**src/rtl/uart_rx_frame_ctrl.sv**
```systemverilog
// ---------------------------------------------------------------------------
// uart_rx_frame_ctrl
//   Frame controller behind uart_rx. Parses [SOF][LEN][PAYLOAD x LEN][CSUM]
//   frames from the received byte stream, buffers payload speculatively in a
//   FIFO and only exposes it downstream once the checksum of the frame is
//   good. Bad, timed-out or overflowing frames are rolled back and reported.
//
// Ports
//   clk, reset      clock, async active-high reset
//   s_tick          oversampling tick (timeout time base)
//   rx_done_tick    byte strobe from uart_rx; rx_data / rx_parity_err qualify it
//   m_data/m_last   payload byte out / last byte of its frame
//   m_valid/m_ready valid/ready handshake of the payload stream
//   frame_done      1-cycle pulse, frame committed
//   err_pulse       1-cycle pulse, frame dropped
//   err_code        drop cause, held: 1 PARITY 2 LEN 3 CSUM 4 TIMEOUT 5 OVERFLOW
//   good_cnt/drop_cnt  saturating frame counters (only with RXF_STATS_EN)
//
// Configuration macro: RXF_STATS_EN adds good_cnt / drop_cnt.
// ---------------------------------------------------------------------------
module uart_rx_frame_ctrl #(
    parameter int unsigned DEPTH         = 16,
    parameter int unsigned MAX_LEN       = 15,
    parameter logic [7:0]  SOF           = 8'h7E,
    parameter int unsigned TIMEOUT_TICKS = 640
) (
    input  logic        clk,
    input  logic        reset,
    input  logic        s_tick,
    input  logic        rx_done_tick,
    input  logic [7:0]  rx_data,
    input  logic        rx_parity_err,
    output logic [7:0]  m_data,
    output logic        m_last,
    output logic        m_valid,
    input  logic        m_ready,
    output logic        frame_done,
    output logic        err_pulse,
`ifdef RXF_STATS_EN
    output logic [15:0] good_cnt,
    output logic [15:0] drop_cnt,
`endif
    output logic [2:0]  err_code
);

    localparam int unsigned AW = $clog2(DEPTH);
    localparam int unsigned PW = AW + 1;
    localparam int unsigned TW = $clog2(TIMEOUT_TICKS + 1);
    localparam logic [PW-1:0] DEPTH_P  = PW'(DEPTH);
    localparam logic [TW-1:0] TMO_LAST = TW'(TIMEOUT_TICKS - 1);
    localparam logic [7:0]    MAX_LEN_B = 8'(MAX_LEN);

    localparam logic [2:0] E_PARITY   = 3'd1;
    localparam logic [2:0] E_LEN      = 3'd2;
    localparam logic [2:0] E_CSUM     = 3'd3;
    localparam logic [2:0] E_TIMEOUT  = 3'd4;
    localparam logic [2:0] E_OVERFLOW = 3'd5;

    typedef enum logic [1:0] {ST_IDLE, ST_LEN, ST_PAYLOAD, ST_CSUM} state_t;

    state_t          state_q, state_d;
    logic [PW-1:0]   wr_ptr_q, wr_ptr_d;
    logic [PW-1:0]   cm_ptr_q, cm_ptr_d;
    logic [PW-1:0]   rd_ptr_q, rd_ptr_d;
    logic [7:0]      cnt_q, cnt_d;
    logic [7:0]      sum_q, sum_d;
    logic [TW-1:0]   tmo_q, tmo_d;
    logic            frame_done_q, frame_done_d;
    logic            err_pulse_q, err_pulse_d;
    logic [2:0]      err_code_q, err_code_d;

    // Payload storage: {last, data}. No reset needed, pointers gate visibility.
    logic [8:0]      mem_q [DEPTH];
    logic            mem_we;
    logic [8:0]      mem_wdata;

    logic            pop;
    logic            full;
    logic            drop;
    logic [2:0]      drop_code;

    assign m_valid    = (rd_ptr_q != cm_ptr_q);
    assign m_data     = mem_q[rd_ptr_q[AW-1:0]][7:0];
    assign m_last     = mem_q[rd_ptr_q[AW-1:0]][8];
    assign pop        = m_valid & m_ready;
    // Occupancy against rd_ptr so unread committed data is never overwritten.
    assign full       = ((wr_ptr_q - rd_ptr_q) == DEPTH_P);
    assign frame_done = frame_done_q;
    assign err_pulse  = err_pulse_q;
    assign err_code   = err_code_q;

    always_comb begin
        state_d      = state_q;
        wr_ptr_d     = wr_ptr_q;
        cm_ptr_d     = cm_ptr_q;
        rd_ptr_d     = pop ? rd_ptr_q + 1'b1 : rd_ptr_q;
        cnt_d        = cnt_q;
        sum_d        = sum_q;
        tmo_d        = tmo_q;
        frame_done_d = 1'b0;
        err_pulse_d  = 1'b0;
        err_code_d   = err_code_q;
        mem_we       = 1'b0;
        mem_wdata    = {(cnt_q == 8'd1), rx_data};
        drop         = 1'b0;
        drop_code    = 3'd0;

        if (state_q == ST_IDLE || rx_done_tick) begin
            tmo_d = '0;
        end else if (s_tick) begin
            tmo_d = tmo_q + 1'b1;
        end

        if (rx_done_tick) begin
            unique case (state_q)
                ST_IDLE: begin
                    if (rx_data == SOF && !rx_parity_err) begin
                        state_d = ST_LEN;
                        sum_d   = 8'd0;
                    end
                end
                ST_LEN: begin
                    if (rx_parity_err) begin
                        drop = 1'b1; drop_code = E_PARITY;
                    end else if (rx_data != 8'd0 && rx_data <= MAX_LEN_B) begin
                        state_d = ST_PAYLOAD;
                        cnt_d   = rx_data;
                        sum_d   = rx_data;
                    end else begin
                        drop = 1'b1; drop_code = E_LEN;
                    end
                end
                ST_PAYLOAD: begin
                    if (rx_parity_err) begin
                        drop = 1'b1; drop_code = E_PARITY;
                    end else if (full) begin
                        drop = 1'b1; drop_code = E_OVERFLOW;
                    end else begin
                        mem_we   = 1'b1;
                        wr_ptr_d = wr_ptr_q + 1'b1;
                        sum_d    = sum_q + rx_data;
                        cnt_d    = cnt_q - 8'd1;
                        if (cnt_q == 8'd1) state_d = ST_CSUM;
                    end
                end
                ST_CSUM: begin
                    if (rx_parity_err) begin
                        drop = 1'b1; drop_code = E_PARITY;
                    end else if ((sum_q + rx_data) == 8'd0) begin
                        cm_ptr_d     = wr_ptr_q;
                        frame_done_d = 1'b1;
                        state_d      = ST_IDLE;
                    end else begin
                        drop = 1'b1; drop_code = E_CSUM;
                    end
                end
                default: state_d = ST_IDLE;
            endcase
        end else if (state_q != ST_IDLE && s_tick && tmo_q == TMO_LAST) begin
            // A byte arriving on the expiry tick takes the branch above instead.
            drop = 1'b1; drop_code = E_TIMEOUT;
        end

        if (drop) begin
            wr_ptr_d    = cm_ptr_q;
            err_pulse_d = 1'b1;
            err_code_d  = drop_code;
            state_d     = ST_IDLE;
        end
    end

    always_ff @(posedge clk or posedge reset) begin
        if (reset) begin
            state_q      <= ST_IDLE;
            wr_ptr_q     <= '0;
            cm_ptr_q     <= '0;
            rd_ptr_q     <= '0;
            cnt_q        <= '0;
            sum_q        <= '0;
            tmo_q        <= '0;
            frame_done_q <= 1'b0;
            err_pulse_q  <= 1'b0;
            err_code_q   <= 3'd0;
        end else begin
            state_q      <= state_d;
            wr_ptr_q     <= wr_ptr_d;
            cm_ptr_q     <= cm_ptr_d;
            rd_ptr_q     <= rd_ptr_d;
            cnt_q        <= cnt_d;
            sum_q        <= sum_d;
            tmo_q        <= tmo_d;
            frame_done_q <= frame_done_d;
            err_pulse_q  <= err_pulse_d;
            err_code_q   <= err_code_d;
        end
    end

    always_ff @(posedge clk) begin
        if (mem_we) mem_q[wr_ptr_q[AW-1:0]] <= mem_wdata;
    end

`ifdef RXF_STATS_EN
    logic [15:0] good_cnt_q, good_cnt_d;
    logic [15:0] drop_cnt_q, drop_cnt_d;

    always_comb begin
        good_cnt_d = good_cnt_q;
        drop_cnt_d = drop_cnt_q;
        if (frame_done_q && good_cnt_q != 16'hFFFF) good_cnt_d = good_cnt_q + 16'd1;
        if (err_pulse_q  && drop_cnt_q != 16'hFFFF) drop_cnt_d = drop_cnt_q + 16'd1;
    end

    always_ff @(posedge clk or posedge reset) begin
        if (reset) begin
            good_cnt_q <= '0;
            drop_cnt_q <= '0;
        end else begin
            good_cnt_q <= good_cnt_d;
            drop_cnt_q <= drop_cnt_d;
        end
    end

    assign good_cnt = good_cnt_q;
    assign drop_cnt = drop_cnt_q;
`endif

endmodule

```
**config.mk**
```make
export PLATFORM = sky130hd
export DESIGN_NAME = uart_rx_frame_ctrl
export DESIGN_NICKNAME = d
export VERILOG_FILES = /design/src/rtl/uart_rx_frame_ctrl.sv
export SDC_FILE = /design/constraint.sdc
export NUM_CORES = 1
export LEC_CHECK = 0
export CORE_UTILIZATION = 49
export CTS_CLUSTER_SIZE = 8
export DETAILED_ROUTE_END_ITERATION = 12
export DONT_BUFFER_PORTS = 1
export GPL_TIMING_DRIVEN = 1
export PLACE_DENSITY = 0.61
export SKIP_CTS_REPAIR_TIMING = 1
export SYNTH_ARGS = -nofsm -noshare
export SYNTH_HDL_FRONTEND = slang
export SYNTH_SLANG_ARGS = --single-unit
export TNS_END_PERCENT = 1
```
**constraint.sdc**
```tcl
create_clock -name clk -period 5.2 [get_ports clk]
set_input_delay 1.3 -clock clk [delete_from_list [all_inputs] [get_ports clk]]
set_output_delay 1.3 -clock clk [all_outputs]
set_load 0.02 [all_outputs]
```
==> qor.txt <==
==================================================================================================
Area fraction of the dominant cell type after synthesis .............................       0.4969
Die Y-Extent ........................................................................ 135.3 microns
Fraction of final layout cells with drive strength greater than 1 ...................       0.1814
Register area share after synthesis .................................................       0.6349
Drt first pass iters ................................................................            5
Most common cell in the synthesized netlist ......................................... sky130_fd_sc_hd__edfxtp_1
RSZ-0062 raised after global routing ................................................           no
Ant diodes ..........................................................................            0
Synth Flop Type ..................................................................... sky130_fd_sc_hd__edfxtp_1
Num ports ...........................................................................           29
Effective utilization at floorplan ..................................................       0.5031
Multi-input gate area in the final layout ...........................................   2992 sq um
Result of the run ................................................................... complete, no violations
Flop and latch count out of synthesis ...............................................          192
Skew-Pair Late Insertion Delay ......................................................      0.43 ns
Synth area leaders .................................................................. sky130_fd_sc_hd__edfxtp_1 (50%), sky130_fd_sc_hd__dfrtp_1 (14%), sky130_fd_sc_hd__mux4_2 (12%)
Post-synthesis instance total .......................................................          563
Number of placement rows ............................................................           48
Post-synthesis area per instance ....................................................  15.46 sq um
Antenna violations before repair ....................................................            0
Via count of the first global-routing pass ..........................................         4989
Number of port buffers ..............................................................            0
Clock transition time at the flip-flop clock pins of the worst setup and hold paths .      0.07 ns
Final estimated routing congestion in global placement ..............................       0.8938
First-pass GRT wire length .......................................................... 29120 microns
CTS tree ............................................................................          yes
Share of synthesized registers carrying an async set or reset .......................       0.2500
Type of the tightest min-delay check ................................................ register to register
Worst Setup End Kind ................................................................  output port
Required time at the worst-slack endpoint ...........................................      3.90 ns
Number of enable flip-flop cells after synthesis ....................................          144
Ys Warns ............................................................................            0
Pwr Density ......................................................................... 486.1 nW/um^2
Final number of hold-violating endpoints ............................................            0
Placeable core area .................................................................  17300 sq um
Pre-CTS WS ..........................................................................     1.237 ns
Via count ...........................................................................         4851
Relative slew slack .................................................................       0.3170
Remaining antenna violation count after routing .....................................            0
HPWL after detailed placement ....................................................... 12380 microns
Peak supply drop ....................................................................    0.2688 mV
Final-report max-slew violation count ...............................................            0
Number of violations reported at the end of detailed-routing iteration 0 ............          296
Aggregate global-route resource usage ...............................................       0.2215
Number of nets produced by synthesis ................................................          601
Peak Freq ...........................................................................    244.2 MHz
Vias per std cell ...................................................................        5.952
LEAKAGE .............................................................................  0.003467 uW
Total global routing overflow .......................................................            0
Count of endpoints failing setup in the final report ................................            0
Minimum period implied by the final worst setup slack ...............................     4.095 ns
Die outline area ....................................................................  18300 sq um
Max clock buf depth .................................................................            2
Critical path startpoint category ...................................................     register
Worst hold margin ...................................................................    0.5098 ns
Clock buffer count from CTS .........................................................           17
Fill cell total of the finished layout ..............................................         1360
Final Net Count .....................................................................          615
Tightest Pin Transition .............................................................     1.023 ns
Routed Wire Length .................................................................. 18560 microns
Worst Path Max Fanout ...............................................................           21
Clock root buffer master ............................................................ sky130_fd_sc_hd__clkbuf_16
Post-synthesis to final-layout area growth ..........................................       10.41%
Total negative slack for setup checks ...............................................         0 ns
Type of the setup path with the least slack ......................................... register to output port
Count of distinct cell types in the synthesized netlist .............................           65
Post-detailed-route wirelength per cell ............................................. 22.77 microns
FF+latch area .......................................................................   5527 sq um
Number of H-tree branching levels ...................................................            4
Maximum number of pins on one net before global-route repair ........................           49
Share of the clock period used by the worst path ....................................       0.7875
Critical Path AT ....................................................................      2.79 ns
Worst Setup Slack, final ............................................................     1.105 ns
Library cell with the largest summed area after synthesis ........................... sky130_fd_sc_hd__edfxtp_1
Post-Syn Area .......................................................................   8702 sq um
Number of clock sinks ...............................................................          192
Leading post-synthesis cells by instance count ...................................... sky130_fd_sc_hd__edfxtp_1 (144), sky130_fd_sc_hd__dfrtp_1 (48), sky130_fd_sc_hd__mux4_2 (45)
Worst Skew ..........................................................................  0.006636 ns
DRC .................................................................................            0
MaxCap Viol Count ...................................................................            0
Die X ............................................................................... 135.3 microns
==================================================================================================
-- state kept, by name, indices dropped and copies added, names as in the netlist --
register	count
frame_done	1
mem_q	144
cnt_q	8
state_q	2
err_pulse	1
cm_ptr_q	5
err_code	3
rd_ptr_q	5
sum_q	8
wr_ptr_q	5
tmo_q	10
-- cells in the final DEF, fill, tap and decap left out, types with 4 or more instances in the layout --
cell type	n
sky130_fd_sc_hd__mux4_2	45
sky130_fd_sc_hd__ha_1	23
sky130_fd_sc_hd__inv_8	8
sky130_fd_sc_hd__nand2_1	32
sky130_fd_sc_hd__xnor2_1	16
sky130_fd_sc_hd__buf_4	17
sky130_fd_sc_hd__nand4_1	8
sky130_fd_sc_hd__a21oi_1	14
sky130_fd_sc_hd__edfxtp_1	144
sky130_fd_sc_hd__inv_1	25
sky130_fd_sc_hd__o21ai_1	4
sky130_fd_sc_hd__nand2b_1	5
sky130_fd_sc_hd__nor2_1	42
sky130_fd_sc_hd__mux2_1	15
sky130_fd_sc_hd__dfrtp_1	47
sky130_fd_sc_hd__o21ai_0	9
sky130_fd_sc_hd__xor2_1	13
sky130_fd_sc_hd__clkinvlp_4	4
sky130_fd_sc_hd__mux2i_1	10
sky130_fd_sc_hd__nor3_1	12
sky130_fd_sc_hd__nand3_1	7
sky130_fd_sc_hd__clkbuf_16	17
-- metrics by stage --
| step | instance area (sq um) | utilization | instances | total power (uW) |
|---|---|---|---|---|
| 6_report | 9608 | 0.5555 | 815 | 4670 |
| 5_1_grt | 9608 | 0.5555 | 815 | 4895 |
| 4_1_cts | 9608 | 0.5555 | 815 | 4714 |
| 3_5_place_dp | 9029 | 0.5220 | 783 | 3442 |
| 3_3_place_gp | 9029 | 0.5220 | 783 | 3411 |
| 2_1_floorplan | 8702 | - | 563 | 3084 |
-- where the power goes --
group	switching, uW	internal (uW)
clock network	629	647
logic	842	664
registers	139	1750
-- worst max-delay path, stage by stage, from the launching register on --
cell	delay [ns]
sky130_fd_sc_hd__dfrtp_2	0.82
sky130_fd_sc_hd__buf_4	0.40
sky130_fd_sc_hd__mux4_2	0.55
sky130_fd_sc_hd__mux4_2	0.57
-- worst paths after layout --
kind,from,cells past startpoint,slack [ns],endpoint
max in group asynchronous,reset,1,3.51,rd_ptr_q[0]$_DFFE_PP0P_
worst min-delay path,sum_q[4]$_DFFE_PP0P_,1,0.51,sum_q[4]$_DFFE_PP0P_
worst max register to register,rd_ptr_q[0]$_DFFE_PP0P_,7,1.43,mem_q[12][7]$_DFFE_PP_
worst min register to register,sum_q[4]$_DFFE_PP0P_,1,0.51,sum_q[4]$_DFFE_PP0P_
min in group asynchronous,reset,1,0.99,err_code[0]$_DFFE_PP0P_
worst max-delay path,rd_ptr_q[0]$_DFFE_PP0P_,3,1.11,m_last
-- cells by family after synthesis --
kind of cell / synth area share
XOR/XNOR: 0.02919
AND/OR/NAND/NOR: 0.07232
flip-flops: 0.6349
multiplexers: 0.1474
AO/OA/AOI/OAI: 0.05953
adder cells (fa/ha/maj): 0.03537
buffers and inverters: 0.02128
-- per-layer routing --
layer / share of wire / global-route usage
met3: 0.052 / 0.05051
met4: 0.018 / 0.07803
met2: 0.52 / 0.3744
met1: 0.41 / 0.2808
met5: 0 / 0
-- final cells by class --
cell class | instances | share of cell area
tap | 225 | 0.02930
clock inverter | 15 | 0.01602
timing repair buffer | 17 | 0.01328
sequential | 192 | 0.5752
inverter | 27 | 0.01055
multi-input combinational | 322 | 0.3114
clock buffer | 17 | 0.04428
Note: power is estimated with default switching activity, not from simulation.
